$ cat config.mk
export PLATFORM = sky130hd
export DESIGN_NAME = err_calc
export DESIGN_NICKNAME = d
export VERILOG_FILES = /design/src/rtl/err_calc.sv
export SDC_FILE = /design/constraint.sdc
export NUM_CORES = 1
export LEC_CHECK = 0
export BUFFER_PORTS_ARGS = -buffer_cell sky130_fd_sc_hd__buf_2
export CORE_ASPECT_RATIO = 2
export CORE_MARGIN = 2
export CORE_UTILIZATION = 62
export CTS_BUF_LIST = sky130_fd_sc_hd__clkbuf_4 sky130_fd_sc_hd__clkbuf_8 sky130_fd_sc_hd__clkbuf_16
export CTS_CLUSTER_DIAMETER = 100
export DETAILED_ROUTE_END_ITERATION = 8
export PLACE_DENSITY = 0.9
export SLEW_MARGIN = 25
export SYNTH_ARGS = -nofsm -noshare
export SYNTH_HDL_FRONTEND = slang
export SYNTH_SLANG_ARGS = --single-unit
$ cat constraint.sdc
create_clock -name clk -period 12.9 [get_ports clk]
set_input_delay 0.645 -clock clk [delete_from_list [all_inputs] [get_ports clk]]
set_output_delay 0.645 -clock clk [all_outputs]
set_load 0.01 [all_outputs]
$ cat src/rtl/err_calc.sv
// err_calc: gathers a serial 8-sensor IR frame into a position-weighted error,
// then scales and saturates it and tracks line presence with hysteresis.
module err_calc #(
   parameter int ERR_SHIFT = 2,
   parameter int LINE_ON   = 1024,
   parameter int LINE_OFF  = 512
) (
   input  logic        clk,
   input  logic        rst,
   input  logic        ir_vld,
   input  logic [2:0]  ir_idx,
   input  logic [11:0] ir_val,
   output logic [10:0] err_sat,
   output logic        err_vld,
   output logic        line_present,
   output logic        seq_err
);
   typedef enum logic {IDLE, ACCUM} state_t;
   localparam logic [14:0] LON  = 15'(LINE_ON);
   localparam logic [14:0] LOFF = 15'(LINE_OFF);
   state_t             r_state, w_state_n;
   logic [2:0]         r_exp, w_exp_n;
   logic signed [16:0] r_wsum, w_wsum_n;
   logic [14:0]        r_rsum, w_rsum_n;
   logic               w_seq, w_done;
   logic [1:0]         w_sh;
   logic signed [16:0] w_mag, w_term, w_w, w_s;
   logic [14:0]        w_r;
   logic [10:0]        w_sat;
   // Weights are powers of two: +8,+4,+2,+1 on the left half, mirrored negative on the right.
   assign w_sh   = ir_idx[2] ? ir_idx[1:0] : 2'd3 - ir_idx[1:0];
   assign w_mag  = 17'(ir_val) << w_sh;
   assign w_term = ir_idx[2] ? -w_mag : w_mag;
   assign w_w    = r_wsum + w_term;
   assign w_r    = r_rsum + 15'(ir_val);
   assign w_s    = w_w >>> ERR_SHIFT;
   assign w_sat  = (w_s > 17'sd1023) ? 11'h3FF : (w_s < -17'sd1024) ? 11'h400 : w_s[10:0];
   always_comb begin
      w_state_n = r_state;
      w_exp_n   = r_exp;
      w_wsum_n  = r_wsum;
      w_rsum_n  = r_rsum;
      w_seq     = 1'b0;
      w_done    = 1'b0;
      if (ir_vld) begin
         if (ir_idx == 3'd0) begin
            // A fresh idx0 always (re)starts a frame; mid-frame it also flags the violation.
            w_seq     = (r_state == ACCUM);
            w_state_n = ACCUM;
            w_exp_n   = 3'd1;
            w_wsum_n  = w_term;
            w_rsum_n  = 15'(ir_val);
         end else if (r_state == IDLE) begin
            w_seq = 1'b1;
         end else if (ir_idx == r_exp && r_exp != 3'd7) begin
            w_exp_n  = r_exp + 3'd1;
            w_wsum_n = w_w;
            w_rsum_n = w_r;
         end else if (ir_idx == 3'd7 && r_exp == 3'd7) begin
            w_done    = 1'b1;
            w_state_n = IDLE;
         end else begin
            w_seq     = 1'b1;
            w_state_n = IDLE;
         end
      end
   end
   always_ff @(posedge clk) begin
      if (rst) begin
         r_state      <= IDLE;
         r_exp        <= 3'd0;
         r_wsum       <= '0;
         r_rsum       <= '0;
         err_sat      <= '0;
         err_vld      <= 1'b0;
         line_present <= 1'b0;
         seq_err      <= 1'b0;
      end else begin
         r_state      <= w_state_n;
         r_exp        <= w_exp_n;
         r_wsum       <= w_wsum_n;
         r_rsum       <= w_rsum_n;
         err_vld      <= w_done;
         seq_err      <= w_seq;
         err_sat      <= w_done ? w_sat : err_sat;
         line_present <= !w_done ? line_present : (w_r > LON) ? 1'b1 : (w_r < LOFF) ? 1'b0 : line_present;
      end
   end
endmodule

**Word-level counts from Yosys, hierarchy flattened**

Index checks and enable logic that the tools add are counted.

- Register bits after elaboration: 50
- Bits of input ports: 18

- Add/sub/neg operators: 5
- Order comparisons: 4
- Eq/ne operators: 4
- Shift operators: 1
- Mux-type cells: 27
- Bitwise operators: 1
- Reductions and logical operators: 9

Operators with widths:

| kind | number |
|---|---|
| 17-bit 2-to-1 mux | 4 |
| 15-bit 2-to-1 mux | 3 |
| 15-bit by 11-bit > comparator with 1-bit output, second input constant | 2 |
| 11-bit 2-to-1 mux | 2 |
| 17-bit adder | 1 |
| 17-bit negation | 1 |
| 12-bit by 2-bit << shifter with 17-bit output | 1 |
| 15-bit by 12-bit adder with 15-bit output | 1 |
| 15-bit by 10-bit less-than comparator with 1-bit output, second input constant | 1 |
| 15-bit by 11-bit less-than comparator with 1-bit output, second input constant | 1 |
| 1-bit 2-to-1 mux | 14 |
| 3-bit 2-to-1 mux | 3 |
| 3-bit equality test, second input constant | 2 |
| 2-bit nonzero test | 3 |
| 3-bit by 1-bit adder with 3-bit output, second input constant | 1 |
| 3-bit equality test | 1 |
| 3-bit logical NOT | 1 |
| 3-bit != test, second input constant | 1 |
| 3-bit AND reduction | 1 |
| 1-bit logical AND | 2 |
| 2-bit 2-to-1 mux | 1 |
| 2-bit AND reduction | 1 |
| 2-bit OR reduction | 1 |
| 2-bit subtractor, first input constant | 1 |
| 1-bit NOT | 1 |

**Longest topological paths before layout**

Gate-level depths: netlist (run 1).

- Depth after elaboration: 9
- Gate-level depth with buffers: 23
- Depth with buffers taken out: 21

**Least setup slack after synthesis (run 1)**

Ideal clock, no wire load.

- Path type: input port to flip-flop
- Start: input ir_idx[1]
- End: register err_sat[7]
- Arrival time: 4.806 ns
- Path slack: 7.962 ns
- Cell stages on the path: 19
- Cell sequence: buf_2 > xnor2_2 > buf_2 > nand2_1 > a21oi_1 > o21ai_0 > o41a_1 > a21oi_1 > o21ai_0 > xor2_1 > ha_1 > a21o_1 > a21oi_1 > nor2_1 > a311oi_1 > o311ai_0 > or4_1 > o2bb2ai_2 > o32ai_1

- Word-level cells in the longest chain between the ends: 9
- Elaborated cells between the ends (all ways): 20
- Classes of those cells: add/sub: 3; order compare: 2; eq/ne: 2; shift: 1; mux: 9; reduce/logical: 3

RTL lines:

| item | line | RTL |
|---|---|---|
| start: declaration | 11 | `input logic [2:0] ir_idx,` |
| 2-bit subtractor | 31 | `assign w_sh = ir_idx[2] ? ir_idx[1:0] : 2'd3 - ir_idx[1:0];` |
| 2-bit 2-to-1 mux | 31 |  |
| 12-bit by 2-bit << shifter with 17-bit output | 32 | `assign w_mag = 17'(ir_val) << w_sh;` |
| 17-bit negation | 33 | `assign w_term = ir_idx[2] ? -w_mag : w_mag;` |
| 17-bit 2-to-1 mux | 33 |  |
| 17-bit adder | 34 | `assign w_w = r_wsum + w_term;` |
| 15-bit by 11-bit less-than comparator with 1-bit output | 37 | `assign w_sat = (w_s > 17'sd1023) ? 11'h3FF : (w_s < -17'sd1024) ? 11'h400 : w_s[10:0];` |
| 11-bit 2-to-1 mux (2 in series) | 37 |  |
| end signal: assignment | 85 | `err_sat <= w_done ? w_sat : err_sat;` |
| end: declaration | 13 | `output logic [10:0] err_sat,` |

Parallel ways exist; a longest one is shown, timed or not.
A chain may end at the register's enable or synchronous reset.

**Worst setup path after layout (run 1)**

- Start: input ir_idx[2]
- End: register err_sat[4]

- Word-level cells in the longest chain between the ends: 8
- Elaborated cells between the ends (all ways): 19
- Classes of those cells: add/sub: 2; order compare: 2; eq/ne: 2; shift: 1; mux: 9; reduce/logical: 3

RTL lines:

| item | line |
|---|---|
| 2-bit 2-to-1 mux | 31 |
| 12-bit by 2-bit << shifter with 17-bit output | 32 |
| 17-bit negation | 33 |
| 17-bit 2-to-1 mux | 33 |
| 17-bit adder | 34 |
| 15-bit by 11-bit less-than comparator with 1-bit output | 37 |
| 11-bit 2-to-1 mux (2 in series) | 37 |

Parallel ways exist; a longest one is shown, timed or not.

==> impl_metrics.yaml, run 1 <==
clock_network:
  cts_max_path_buffers: 2
  clkTransAtPathRegs_ns: 0.07
  h-tree-depth: 2
  post-cts-setup-buffers: 0
  cts_resized: 0
  cts_hold_buffers: 0
  insertion_delay_ns: 0.30
  root_buffer: "clkbuf_16"
  cts_tree: "done"
  clkSinkCount: 50
  cts_buffers: 5
worst_setup_path:
  path_max_fanout: 26
  critPathCaptureType: "flip-flop"
  crit_required_ns: 13.06
  r2r_setup_slack_ns: 9.57
  r2r-start: "r_wsum[0]$_SDFFE_PP0P_"
  reg2regPathDepth: 10
  startpoint_type: "primary input"
  startpoint: "ir_idx[2]"
  path_class: "primary input to flip-flop"
  cp_data_arrival_time_ns: 5.94
timing:
  post-route-min-period_ns: 5.78
  clock.fmax_ghz: 0.173
  setup_ws_ns: 7.12
  rsz0062_at_grt: "no"
  maxSlewHeadroom: 0.340
  skew_ns: 0.00576
  finalSetupTns_ns: 0
  hold_viol_final: 0
  fin_hold_ws_ns: 0.456
  slew_viol_final: 0
  setup_viol: 0
  fin_crit_sh: 0.448
  tightest_slew_ns: 0.986
drt:
  drtPass1Iterations: 5
  vias_per_cell: 6.60
  drtIter0Drc: 413
  post_drt_wl_per_cell_um: 17.8
  drt-total-wl_mm: 11.8
  routed-via-count: 4370
  met3_length_um: 506
  wl_met2_mm: 6.22
  route.detailed.drc: 0
  antenna_left: 0
  top_layer: "met4"
  met1_length_mm: 4.56
yosys:
  synth-edff-count: 0
  ys_ff_latch: 50
  syn_inst: 558
  avgSynthCellArea_um2: 7.77
  synth_cell_type_count: 66
  postSynth.asyncResetShare: 0
  ys_seq_area_frac: 0.231
  syn_area_um2: 4340
  synth_ff_type: "dfxtp_1"
  synthTopCellsByArea: "dfxtp_1, ha_1, nor2_1"
  synth.yosys.warnings: 0
  synth_nets: 610
  yosysTopAreaCellShare: 0.231
  yosys.area.top_type: "dfxtp_1"
final_layout:
  multi_input_area_um2: 3190
  nets: 623
  mostFrequentLayoutCells: "nor2_1, nand2_1, dfxtp_1, a21oi_1, ha_1"
  drive_gt1_frac: 0.103
  insertedDiodeCount: 0
  layoutNonFillerInstCount: 662
  layout_commonest_cell: "nor2_1"
  seq_area_um2: 1000
  area_growth_pct: 7.76
  nFillCells: 581
flow_run:
  cap_violations: 0
pwr:
  p_leak_nw: 1.92
  powerDensity_nw_per_um2: 99.3
  vdd_drop_max_uv: 90.0
hold_path:
  hold_start: "r_wsum[0]$_SDFFE_PP0P_"
  hold_path_depth: 2
  worst_hold_path_type: "flip-flop to flip-flop"
placement:
  place_ws_ns: 6.93
  gp_congestion: 0.913
  dp_hpwl_mm: 8.49
  dp_cells: 654
  port_buffers: 31
grt:
  grt_pass1_vias: 4073
  overflow: 0
  track_usage: 0.306
  antenna_found_initial: 0
  grt_pass1_wl_mm: 18.9
  grt_max_degree: 62
floorplan:
  rows: 43
  die-area_um2: 7720
  boundaryPins: 32
  die_y_um: 122
  core_um2: 6830
  fp.dieW_um: 63.1
  start_util: 0.635
outcome:
  status: "completed"
-- synth_stat cells, drive strengths merged (3+ instances only) --
| cell type | count |
|---|---|
| nand2b | 6 |
| a21oi | 44 |
| o21ai | 31 |
| clkbuf | 22 |
| nand3b | 6 |
| and3 | 5 |
| nand4 | 3 |
| o211ai | 9 |
| o32ai | 10 |
| a22oi | 8 |
| a211oi | 8 |
| dfxtp | 50 |
| mux2i | 18 |
| a311oi | 9 |
| a21o | 10 |
| xnor2 | 24 |
| inv | 8 |
| or3 | 8 |
| a31oi | 7 |
| mux4 | 3 |
| nor3b | 4 |
| nor2 | 68 |
| nor2b | 3 |
| nand3 | 10 |
| nor4 | 4 |
| buf | 7 |
| ha | 32 |
| or4 | 3 |
| nand2 | 66 |
| xor2 | 16 |
| nor3 | 17 |
-- flip-flops by register name, summed over array words and instances (netlist names) --
signal / flops
r_rsum: 15
line_present: 1
err_sat: 11
seq_err: 1
r_exp: 3
r_wsum: 17
r_state: 1
err_vld: 1
-- kinds of logic after synthesis --
logic type,share of synthesized area
compound gates,0.259
fa+ha+maj,0.102
xor+xnor,0.0897
mux,0.0597
simple gates,0.223
flops,0.231
buf+inv,0.0361
-- worst max-delay path: stages --
cell and delay, ns:
buf_2 0.28, xnor2_2 0.85, mux4_2 0.47, a2111oi_4 0.43
nand4bb_1 0.23, o21a_1 0.26, nor3_1 0.26, nor3b_1 0.09
a311oi_1 0.30, ha_1 0.34, nand2b_1 0.11, nor2_1 0.04
a311oi_1 0.24, o311ai_0 0.23, or4_1 0.57, o2bb2ai_2 0.41
o32ai_1 0.15
-- power by group --
part,internal (mW),total [mW],switching [mW],leakage (nW)
combinational,0.0648,0.167,0.102,1.44
sequential,0.158,0.161,0.00263,0.405
clock,0.0769,0.136,0.0595,0.0729
total,0.300,0.464,0.164,1.92
-- metrics by stage --
| stage | utilization | instance area [µm²] | power [mW] |
|---|---|---|---|
| 3_5_place_dp | 0.661 | 4520 | 0.327 |
| 5_1_grt | 0.684 | 4670 | 0.487 |
| 3_3_place_gp | 0.661 | 4520 | 0.323 |
| 2_1_floorplan | - | 4340 | 0.292 |
| 4_1_cts | 0.684 | 4670 | 0.463 |
| 6_report | 0.684 | 4670 | 0.464 |
-- path summary, 6_finish.rpt --
kind                              to
max          err_sat[4]$_SDFFE_PP0P_
min           r_wsum[0]$_SDFFE_PP0P_
max reg2reg  err_sat[4]$_SDFFE_PP0P_
min reg2reg   r_wsum[0]$_SDFFE_PP0P_
-- metal layers --
metal  GRT usage  up-vias
met4       0.176        0
li1            -     2098
met2       0.559      160
met3      0.0403       35
met5           0        -
met1       0.333     2077
-- final cells by class --
class                      count  area share
clock inverter                 2     0.00268
inverter                       9     0.00723
clock buffer                   6      0.0297
multi-input combinational    470       0.682
tap                           90      0.0241
timing repair buffer          35      0.0396
sequential                    50       0.214
No activity file was read; power rests on OpenSTA's default activity.
==> run 2: changes to the inputs <==
- CORE_UTILIZATION: 62 -> 56
- PLACE_DENSITY: 0.9 -> 0.86
- clock period: 12.9 -> 5.2 ns (I/O delays scaled with it)
==> impl_metrics.yaml, run 2 (synthesis gave the netlist of run 1 again) <==
hold_path:
  worst_hold_path_type: "primary input to flip-flop"
worst_setup_path:
  r2r_setup_slack_ns: 1.82
  cpPeakStageDelay_ns: 0.57
  critPathCaptureType: "flip-flop"
  startpoint_type: "primary input"
  crit_path_cell_trace: "buf_2, xnor2_2, buf_4, mux4_2, nor2_1, nand4bb_1, o21a_1, nor3_1, nor3b_1, a311oi_1, ha_1, nand2b_1, nor2_1, a311oi_1, o311ai_0, or4_1, o2bb2ai_2, o32ai_1"
  path_max_fanout: 18
  cpMaxStageDelayCell: "or4_1"
  cp_data_arrival_time_ns: 5.02
  path_class: "primary input to flip-flop"
  crit_required_ns: 5.35
placement:
  port_buffers: 31
  dp_cells: 667
  dp_hpwl_mm: 8.88
  gp_congestion: 0.963
drt:
  post_drt_wl_per_cell_um: 17.7
  vias_per_cell: 6.61
  drt-total-wl_mm: 11.9
  antenna_left: 0
  routed-via-count: 4454
  route.detailed.drc: 0
  drtPass1Iterations: 5
  drtIter0Drc: 301
pwr:
  total_power_mw: 1.16
  p_leak_nw: 1.96
  powerDensity_nw_per_um2: 244
  vdd_drop_max_uv: 178
outcome:
  status: "completed"
final_layout:
  area_growth_pct: 9.17
  insertedDiodeCount: 0
  layout_commonest_cell: "nor2_1"
  final_util: 0.628
  top_register: "r_wsum"
  largest_reg_flops: 17
  nFillCells: 703
  mostFrequentLayoutCells: "nor2_1, nand2_1, dfxtp_1, a21oi_1, ha_1"
  layoutNonFillerInstCount: 674
  largestRegisters: "r_wsum (17), r_rsum (15), err_sat (11)"
  nets: 632
  drive_gt1_frac: 0.116
timing:
  tightest_slew_ns: 0.924
  finalSetupTns_ns: 0
  post-route-min-period_ns: 4.87
  maxSlewHeadroom: 0.382
  rsz0062_at_grt: "no"
  hold_viol_final: 0
  fin_hold_ws_ns: 0.360
  clock.fmax_ghz: 0.205
  slew_viol_final: 0
  fin_crit_sh: 0.937
  skew_ns: 0.00832
  setup_viol: 0
grt:
  overflow: 0
  antenna_found_initial: 0
  track_usage: 0.281
  grt_max_degree: 62
  grt_pass1_vias: 4240
  grt_pass1_wl_mm: 18.9
floorplan:
  start_util: 0.575
  fp.dieW_um: 66.2
  boundaryPins: 32
  rows: 45
  core_um2: 7540
  die-area_um2: 8510
  die_y_um: 128
clock_network:
  h-tree-depth: 2
  insertion_delay_ns: 0.30
  root_buffer: "clkbuf_16"
  cts_buffers: 5
  clkSinkCount: 50
  cts_tree: "done"
  cts_resized: 0
  clkTransAtPathRegs_ns: 0.07
  post-cts-setup-buffers: 0
  cts_hold_buffers: 0
  cts_max_path_buffers: 2
flow_run:
  cap_violations: 0
## run 2: changes by cell type in the layout (fill, tap and decap cells not counted)
| cell | change |
|---|---|
| clkbuf_4 | +2 |
| clkbuf_8 | -1 |
| clkinv_2 | -1 |
| buf_4 | +9 |
| clkinvlp_4 | -1 |
## run 2: stage by stage
step	area, µm²	setup slack [ns]
floorplan	4340	0.647
global route	4730	0.132
finish	4730	0.330
detailed placement	4590	0.149
global placement	4590	0.376
CTS	4730	0.428
## run 2: path summary, 6_finish.rpt
kind | end | depth (start not counted) | from
worst max-delay path | err_sat[1]$_SDFFE_PP0P_ | 18 | ir_idx[1]
worst min-delay path | seq_err$_SDFF_PP0_ | 3 | ir_vld
worst max register to register | err_sat[1]$_SDFFE_PP0P_ | 10 | r_wsum[0]$_SDFFE_PP0P_
worst min register to register | err_sat[10]$_SDFFE_PP0P_ | 2 | err_sat[10]$_SDFFE_PP0P_
## run 2: layout make-up
| type | count | area (µm²) | area share |
|---|---|---|---|
| Timing Repair Buffer | 44 | 253 | 0.0534 |
| Tap cell | 94 | 118 | 0.0248 |
| Clock buffer | 7 | 140 | 0.0296 |
| Sequential cell | 50 | 1000 | 0.211 |
| Multi-Input combinational cell | 470 | 3190 | 0.674 |
| Inverter | 9 | 33.8 | 0.00714 |
## run 2: metal layers
metal / global-route usage / vias up / wire [µm]
li1: - / 2107 / -
met2: 0.527 / 176 / 6460
met1: 0.267 / 2114 / 4160
met3: 0.0393 / 57 / 632
met5: 0 / - / 0
met4: 0.196 / 0 / 652
## run 2: power breakdown
part | total, mW | leakage [nW] | switching [mW] | internal [mW]
combinational | 0.423 | 1.49 | 0.255 | 0.168
sequential | 0.399 | 0.405 | 0.00665 | 0.393
clock | 0.333 | 0.0708 | 0.146 | 0.187
## run 2: worst max-delay path: cells and delay by family
| family | cells | cell delay [ns] |
|---|---|---|
| buf+inv | 2 | 0.60 |
| mux | 1 | 0.38 |
| compound gates | 6 | 1.63 |
| xor+xnor | 1 | 0.18 |
| simple gates | 7 | 1.62 |
| fa+ha+maj | 1 | 0.33 |
==> run 3: changes to the inputs <==
- CORE_UTILIZATION: 56 -> 60
- PLACE_DENSITY: 0.86 -> 0.87
- clock period: 5.2 -> 4.8 ns (I/O delays scaled with it)
==> impl_metrics.yaml, run 3 (synthesis gave the netlist of run 1 again) <==
drt:
  routed-via-count: 4476
  drtIter0Drc: 368
  drt-total-wl_mm: 12.0
  antenna_left: 0
  drtPass1Iterations: 5
  route.detailed.drc: 0
  vias_per_cell: 6.60
  post_drt_wl_per_cell_um: 17.7
clock_network:
  root_buffer: "clkbuf_16"
  h-tree-depth: 2
  insertion_delay_ns: 0.30
  clkTransAtPathRegs_ns: 0.07
  cts_hold_buffers: 0
  cts_max_path_buffers: 2
  clkSinkCount: 50
  cts_tree: "done"
  cts_buffers: 5
final_layout:
  drive_gt1_frac: 0.134
  nets: 639
  insertedDiodeCount: 0
  top_register: "r_wsum"
  largest_reg_flops: 17
  final_util: 0.690
  area_growth_pct: 11.2
  mostFrequentLayoutCells: "nor2_1, nand2_1, dfxtp_1, a21oi_1, ha_1"
  layout_commonest_cell: "nor2_1"
  largestRegisters: "r_wsum (17), r_rsum (15), err_sat (11)"
grt:
  track_usage: 0.305
  overflow: 0
  grt_max_degree: 62
  grt_pass1_wl_mm: 19.7
  grt_pass1_vias: 4414
  antenna_found_initial: 0
flow_run:
  cap_violations: 0
hold_path:
  worst_hold_path_type: "primary input to flip-flop"
timing:
  fin_crit_sh: 0.950
  post-route-min-period_ns: 4.56
  tightest_slew_ns: 0.812
  clock.fmax_ghz: 0.219
  setup_viol: 0
  hold_viol_final: 0
  maxSlewHeadroom: 0.457
  rsz0062_at_grt: "no"
  skew_ns: 0.00533
  slew_viol_final: 0
  setup_ws_ns: 0.241
placement:
  dp_hpwl_mm: 8.97
  place_ws_ns: -0.0449
  gp_congestion: 0.940
  port_buffers: 31
pwr:
  total_power_mw: 1.28
  combPwrFrac: 0.369
  seqPwrFrac: 0.339
  powerDensity_nw_per_um2: 265
  switching_share: 0.351
  vdd_drop_max_uv: 220
  clkPwrFrac: 0.293
  p_int_uw: 828
  p_leak_nw: 2.02
  power_switching_uw: 449
worst_setup_path:
  critPathCaptureType: "flip-flop"
  cpMaxStageDelayCell: "or4_1"
  path_buf_inv: 4
  cp_data_arrival_time_ns: 4.71
  path_class: "primary input to flip-flop"
  path_max_fanout: 12
  crit_path_cell_trace: "buf_2, xnor2_2, buf_6, nor2_1, nand2_1, ha_1, inv_1, a2111oi_4, nand4bb_1, o21a_1, nor3_2, nor3b_1, a311oi_1, ha_1, nand2b_1, nor2_1, a311oi_1, o311ai_1, or4_1, o2bb2ai_2, buf_4, o32ai_1"
  crit_required_ns: 4.95
  cpPeakStageDelay_ns: 0.56
  crit_family: "compound AO/OA/AOI/OAI gates"
  startpoint_type: "primary input"
floorplan:
  start_util: 0.620
  core_um2: 6990
  rows: 43
  fp.dieW_um: 64.1
  boundaryPins: 32
  die_y_um: 124
  die-area_um2: 7970
outcome:
  status: "completed"
==> run 3: power groups by stage <==
stage / registers [mW] / clock network (mW) / logic (mW)
2_1_floorplan: 0.440 / 0 / 0.344
4_1_cts: 0.432 / 0.375 / 0.454
6_report: 0.433 / 0.374 / 0.471
3_5_place_dp: 0.441 / 0 / 0.450
3_3_place_gp: 0.441 / 0 / 0.436
5_1_grt: 0.433 / 0.392 / 0.511
==> run 3: worst reg2reg max path: stages (launching register included) <==
cell and delay, ns:
dfxtp_1 0.32, ha_1 0.24, fa_1 0.42, a21o_1 0.22, a221o_1 0.34, o22ai_2 0.15
o21ai_1 0.13, a31oi_1 0.24, xnor3_2 0.42, o2bb2ai_2 0.14, buf_4 0.18, o32ai_1 0.28
==> run 3: area by class of cell <==
| class | instances | area, µm² |
|---|---|---|
| clock buffer | 7 | 146 |
| clock inverter | 1 | 5.00 |
| fill | 591 | 2170 |
| inverter | 9 | 33.8 |
| multi-input combinational | 470 | 3210 |
| sequential | 50 | 1000 |
| tap | 90 | 113 |
| timing repair buffer | 51 | 315 |
==> run 3: routing by layer <==
metal | part of all wire | global-route usage
met2 | 0.52 | 0.540
met3 | 0.054 | 0.0479
met1 | 0.36 | 0.309
met5 | 0 | 0
met4 | 0.067 | 0.228
==> run 3: path summary, 6_finish.rpt <==
path / from / end / slack (ns) / cells past startpoint
worst max-delay path: ir_idx[2] / err_sat[0]$_SDFFE_PP0P_ / 0.24 / 22
worst min-delay path: ir_vld / seq_err$_SDFF_PP0_ / 0.34 / 3
worst max register to register: r_wsum[0]$_SDFFE_PP0P_ / err_sat[0]$_SDFFE_PP0P_ / 1.62 / 11
worst min register to register: err_sat[10]$_SDFFE_PP0P_ / err_sat[10]$_SDFFE_PP0P_ / 0.46 / 2
==> run 3: repair_timing <==
action / 4_1_cts / 5_1_grt
setup buffers: 0 / 1
setup endpoints to repair: 0 / 10
gates resized for setup: 0 / 8
==> run 3: through the flow <==
stage | instance area [µm²] | hold slack (ns) | std cells | setup TNS, ns
final | 4820 | 0.344 | 678 | 0
after global routing | 4820 | 0.369 | 678 | 0
after CTS | 4780 | 0.330 | 677 | 0
after detailed placement | 4630 | 0.452 | 669 | -0.320
after global placement | 4630 | 0.442 | 669 | 0
after floorplan | 4340 | 0.414 | 558 | 0
